<file path="src/rtl/ariane_irq_conditioner.sv">
// ariane_irq_conditioner: conditions raw interrupt lines from the block-design IP
// before they reach the peripherals wrapper irqs_in bus.
// Per source: optional polarity inversion, SYNC_STAGES-deep synchroniser,
// FILTER_CYCLES glitch filter, then either level pass-through or rising-edge to
// PULSE_CYCLES-wide pulse conversion with per-source enable.
// Ports:
//   aclk          clock
//   aresetn       asynchronous active-low reset
//   irqs_raw_i    raw interrupt lines, asynchronous to aclk
//   irq_enable_i  per-source enable, synchronous to aclk
//   irqs_out      conditioned active-high interrupts (registered)
//   edge_lost_o   one-cycle pulse when an edge source retriggers mid-pulse
module ariane_irq_conditioner #(
    parameter int unsigned                   NUMBER_INTERRUPTS = 4,
    parameter int unsigned                   SYNC_STAGES       = 2,
    parameter int unsigned                   FILTER_CYCLES     = 4,
    parameter int unsigned                   PULSE_CYCLES      = 8,
    parameter logic [NUMBER_INTERRUPTS-1:0]  EDGE_MASK         = '0,
    parameter logic [NUMBER_INTERRUPTS-1:0]  INVERT_MASK       = '0
) (
    input  logic                         aclk,
    input  logic                         aresetn,
    input  logic [NUMBER_INTERRUPTS-1:0] irqs_raw_i,
    input  logic [NUMBER_INTERRUPTS-1:0] irq_enable_i,
    output logic [NUMBER_INTERRUPTS-1:0] irqs_out,
    output logic [NUMBER_INTERRUPTS-1:0] edge_lost_o
);

    localparam int unsigned CNT_W  = (FILTER_CYCLES > 1) ? $clog2(FILTER_CYCLES) : 1;
    localparam int unsigned PCNT_W = $clog2(PULSE_CYCLES + 1);

    localparam logic [CNT_W-1:0]  FILT_LAST  = CNT_W'(FILTER_CYCLES - 1);
    localparam logic [PCNT_W-1:0] PULSE_LOAD = PCNT_W'(PULSE_CYCLES);

    for (genvar gi = 0; gi < NUMBER_INTERRUPTS; gi++) begin : g_src
        logic                   a_inv;
        logic                   s_sync;
        logic [SYNC_STAGES-1:0] sync_q;
        logic                   f_q, f_d;
        logic [CNT_W-1:0]       c_q, c_d;
        logic                   out_q, out_d;

        // Single inversion gate ahead of the first sync flop
        assign a_inv  = irqs_raw_i[gi] ^ INVERT_MASK[gi];
        assign s_sync = sync_q[SYNC_STAGES-1];

        // Synchroniser chain
        always_ff @(posedge aclk or negedge aresetn) begin
            if (!aresetn) begin
                sync_q <= '0;
            end else begin
                sync_q <= {sync_q[SYNC_STAGES-2:0], a_inv};
            end
        end

        // Glitch filter: a change must hold FILTER_CYCLES consecutive cycles
        always_comb begin
            f_d = f_q;
            c_d = '0;
            if (s_sync != f_q) begin
                if (c_q == FILT_LAST) begin
                    f_d = s_sync;
                end else begin
                    c_d = c_q + CNT_W'(1);
                end
            end
        end

        always_ff @(posedge aclk or negedge aresetn) begin
            if (!aresetn) begin
                f_q <= 1'b0;
                c_q <= '0;
            end else begin
                f_q <= f_d;
                c_q <= c_d;
            end
        end

        assign irqs_out[gi] = out_q;

        if (EDGE_MASK[gi]) begin : g_edge
            logic              rise_d, rise_q;
            logic [PCNT_W-1:0] p_q, p_d;
            logic              lost_q, lost_d;

            // Registered rise keeps edge-mode latency equal to level mode
            assign rise_d = f_d & ~f_q;

            // Pulse counter: reload on rise, retrigger reports lost edge
            always_comb begin
                p_d    = p_q;
                lost_d = 1'b0;
                if (!irq_enable_i[gi]) begin
                    p_d = '0;
                end else if (rise_q) begin
                    p_d    = PULSE_LOAD;
                    lost_d = (p_q != '0);
                end else if (p_q != '0) begin
                    p_d = p_q - PCNT_W'(1);
                end
                out_d = (p_d != '0) & irq_enable_i[gi];
            end

            always_ff @(posedge aclk or negedge aresetn) begin
                if (!aresetn) begin
                    rise_q <= 1'b0;
                    p_q    <= '0;
                    lost_q <= 1'b0;
                    out_q  <= 1'b0;
                end else begin
                    rise_q <= rise_d;
                    p_q    <= p_d;
                    lost_q <= lost_d;
                    out_q  <= out_d;
                end
            end

            assign edge_lost_o[gi] = lost_q;
        end else begin : g_level
            assign out_d = f_q & irq_enable_i[gi];

            always_ff @(posedge aclk or negedge aresetn) begin
                if (!aresetn) begin
                    out_q <= 1'b0;
                end else begin
                    out_q <= out_d;
                end
            end

            assign edge_lost_o[gi] = 1'b0;
        end
    end

endmodule

</file>
<file path="config.mk">
export PLATFORM = sky130hd
export DESIGN_NAME = ariane_irq_conditioner
export DESIGN_NICKNAME = d
export VERILOG_FILES = /design/src/rtl/ariane_irq_conditioner.sv
export SDC_FILE = /design/constraint.sdc
export NUM_CORES = 1
export LEC_CHECK = 0
export BUFFER_PORTS_ARGS = -buffer_cell sky130_fd_sc_hd__buf_2
export CAP_MARGIN = 20
export CORE_AREA = 2 2 47 53
export DETAILED_ROUTE_END_ITERATION = 16
export DIE_AREA = 0 0 49 55
export SLEW_MARGIN = 20
export SYNTH_ARGS = -nofsm -noshare
export SYNTH_HDL_FRONTEND = slang
export SYNTH_SLANG_ARGS = --single-unit
</file>
<file path="constraint.sdc">
create_clock -name aclk -period 0.9 [get_ports aclk]
set_input_delay 0.225 -clock aclk [delete_from_list [all_inputs] [get_ports aclk]]
set_output_delay 0.225 -clock aclk [all_outputs]
set_load 0.02 [all_outputs]
</file>
# Word level (Yosys, flattened, before mapping)
# Cells that the tools add are included.
# Widths: inputs -> output; s select.
# op_classes
add_sub_neg	4
bitwise	4
reduce_logical	4
eq_ne	8
n_mux	8
# ops
operator	n
$mux 2	8
$add 2x1->2 const B	4
$eq 2x2->1 const B	4
$reduce_and 2->1	4
$and 1x1->1	4
$ne 1x1->1	4
# word_totals
reg_bits	24
input_bits	10

# Longest topological paths before layout
# depth
ltp_word	3
mapped_depth	2

# Worst setup path after synthesis
# Ideal clock, no wire load.
# synth_timing
path_type	reg-to-reg
start	register g_src[1].c_q[0]
end	register g_src[1].f_q
required_time_ns	0.772
arrival_ns	0.884
setup_time_ns	0.128
setup_slack_ns	-0.112
period_less_slack_ns	1.012
path_stages_with_launch	3
n_path_buf	0
path_cell_list	dfrtp_1 -> ha_1 -> mux2_1
# synth_via
elab_chain_len	2
# synth_rtl
item	line_no	source
from (decl)	40	logic [CNT_W-1:0] c_q, c_d;
from (signal assigned)	72	c_q <= '0;
from (signal assigned)	75	c_q <= c_d;
$eq 2x2->1	61	if (c_q == FILT_LAST) begin
$reduce_and 2->1 (no line)	n/a	
to (signal assigned)	71	f_q <= 1'b0;
to (signal assigned)	74	f_q <= f_d;
to (decl)	39	logic f_q, f_d;
# No other way between the ends.
# A chain may end at the register's enable or synchronous reset.

# Worst setup path in the final report
# layout_timing
start	register g_src[0].out_q
end	output irqs_out[0]
# layout_rtl
item	line_no	source
from (decl)	41	logic out_q, out_d;
from (signal assigned)	126	out_q <= out_d;
to (decl)	25	output logic [NUMBER_INTERRUPTS-1:0] irqs_out,
# No word-level cell between the ends.

==> impl_metrics.csv <==
group,metric,value,unit
outcome,status,"finished with violations",
outcome,violations,"setup timing",
place,port_buffers,13,
synthesis,ys_seq_area_share,67.7,%
routing,drt-wirelength-per-cell,10.9,µm
clock_network,htree_num_levels,1,
synthesis,avgSynthCellArea,15.6,µm²
sta,whs,0.125,ns
synthesis,synth_top_cell_by_area,"dfrtp_1",
floorplanning,io_pins,18,
critical_path,critical_path_required,0.67,ns
critical_path,critPathMaxStageDelay,0.40,ns
clock_network,path_clk_slew,0.12,ns
synthesis,synth_top_area_share,67.7,%
routing,first_pass_iters,3,
critical_path,crit_family,"flip-flops",
floorplanning,initial_core_util,40.6,%
sta,fin_crit,1.06,ns
power_and_ir_drop,peakVddDrop,2.07,mV
synthesis,synth-seq-cells,24,
critical_path,end_kind,"output pin",
clock_network,cts_made_buffers,3,
clock_network,cts_root_buf,"clkbuf_4",
synthesis,yosys-mux-area-fraction,5.08,%
power_and_ir_drop,fin_total_pwr,3.85,mW
floorplanning,fp.dieH,55,µm
finish,layout.cells.non_filler,115,
finish,mostFrequentLayoutCells,"24 x dfrtp_1, 9 x buf_2, 9 x buf_6",
synthesis,yosys_warnings,0,
sta,fin_crit_sh,117,%
synthesis,synth_area_leaders,"dfrtp_1 68%, buf_4 6.8%, ha_1 5.6%",
routing,routed_wl,1.26,mm
global_routing,grt_pass1_wl,2.08,mm
critical_path,crit_chain,"buf_6",
finish,drive_gt1_share,57.6,%
critical_path,cp_slowest_cell,"dfrtp_1",
sta,grt_setup_unrepaired,"true",
power_and_ir_drop,p_leak,0.620,nW
floorplanning,core-area,0.00218,mm²
clock_network,insertion_delay,0.30,ns
synthesis,synth_top_family_by_area,"simple AND/OR/NAND/NOR gates",
synthesis,yosysUniqueCellTypes,11,
job,drv_cap,0,
routing,drc,0,
synthesis,yosys.area_share.simple,10.4,%
sta,final-max-slew-violation-count,0,
global_routing,grt_usage,10.7,%
finish,fin_nets,100,
finish,fin_util,59.8,%
power_and_ir_drop,p_per_area,2950,mW/mm²
place,dp_cells,103,
place,hpwl,801,µm
finish,antenna_cells,0,
finish,area_growth,47.2,%
floorplanning,rows,18,
sta,fmax,947,MHz
clock_network,cts_tree,"built",
place,gp_congestion,0.693,
synthesis,synth_fa_ha_area_share,5.64,%
sta,setup_viol,12,
routing,vias,475,
global_routing,first_global_vias,508,
critical_path,crit_fanout,1,
sta,hold_viol_final,0,
critical_path,criticalPathCategory,"reg2out",
sta,clock_skew,0.00212,ns
clock_network,clockBufferDepth,2,
routing,ant_nets,0,
synthesis,synthesis.area,887,µm²
finish,fillers,166,
global_routing,gr-total-overflow,0,
critical_path,reg2reg_slack,-0.10,ns
routing,drtIter0Drc,1,
critical_path,startpoint_type,"register",
worst_hold_path,hold_path_class,"in2reg",
synthesis,synthCells,57,
synthesis,synth_xor_area_share,3.95,%
floorplanning,dieArea,0.00270,mm²
global_routing,grt_antenna_before_repair,0,
finish,final_common_cell,"dfrtp_1",
clock_network,cts_sinks,24,
global_routing,grt_max_degree,25,
critical_path,arrival,0.83,ns
critical_path,worst-path-buf-inv,1,
routing,via_per_inst,4.13,
sta,postLayoutSetupSlackWorst,-0.156,ns
synthesis,synth_compound_area_share,0,%
floorplanning,dieWidth,49,µm
-- path summary, 6_finish.rpt --
check / depth (start not counted) / start / end
setup / recovery: 1 / g_src[0].out_q / irqs_out[0]
hold / removal: 2 / irq_enable_i[3] / g_src[3].out_q
setup reg to reg: 2 / g_src[2].c_q[0] / g_src[2].f_q
hold reg to reg: 0 / g_src[0].sync_q[0] / g_src[0].sync_q[1]
max in group asynchronous: 3 / aresetn / g_src[1].c_q[0]
min in group asynchronous: 3 / aresetn / g_src[2].f_q
-- through the flow --
stage	cell area, µm²	setup TNS, ns	setup WS, ns
final	1310	-1.04	-0.156
after global routing	1310	-1.49	-0.211
after CTS	1180	-1.12	-0.175
after detailed placement	1040	-0.315	-0.0755
after global placement	1040	-0.232	-0.0511
after floorplan	923	-0.248	-0.0621
-- cell usage after synthesis, drive strengths merged --
cell type	instances
conb	1
xnor2	4
ha	4
dfrtp	24
and2	4
nor2b	4
mux2	4
buf	8
nor3	4
-- logic make-up (layout without fill, tap and decap cells) --
group | after synthesis | in the layout
simple gates | 12 | 12
flops | 24 | 24
fa+ha+maj | 4 | 4
other cells | 1 | 4
mux | 4 | 4
buf+inv | 8 | 33
xor+xnor | 4 | 4
-- area by class of cell --
| class | instances | area (µm²) | share of cell area [%] |
|---|---|---|---|
| flip-flops and latches | 24 | 601 | 46.0 |
| multi-input cells | 28 | 362 | 27.7 |
| repair buffers | 29 | 254 | 19.4 |
| well taps | 30 | 37.5 | 2.87 |
| clock inverters | 1 | 30.0 | 2.30 |
| clock buffers | 3 | 22.5 | 1.72 |
-- registers in the layout (all words and copies together), names as in the netlist --
register      count
g_src.c_q         8
g_src.sync_q      8
g_src.out_q       4
g_src.f_q         4
-- what timing repair did --
| item | in CTS | in global routing |
|---|---|---|
| buffers inserted | 2 | 1 |
| hold buffers | 1 | 4 |
| endpoints found under the hold margin | 24 | 4 |
| pin swaps | 5 | 4 |
| endpoints found under the setup margin | 12 | 16 |
| gates resized for setup | 14 | 13 |
-- where the power goes --
group	switching [mW]	total, mW	internal (mW)
Combinational	0.483	1.44	0.960
Clock	0.301	0.751	0.450
Sequential	0.274	1.65	1.38
-- metal layers --
layer | part of all wire (%) | GRT usage [%] | vias to the layer above
li1 | - | - | 226
met1 | 40 | 11.7 | 237
met2 | 57 | 19.4 | 12
met3 | 3.0 | 3.23 | 0
met4 | 0 | 5.71 | 0
met5 | 0 | 0 | -
(Power assumes the default switching activity.)
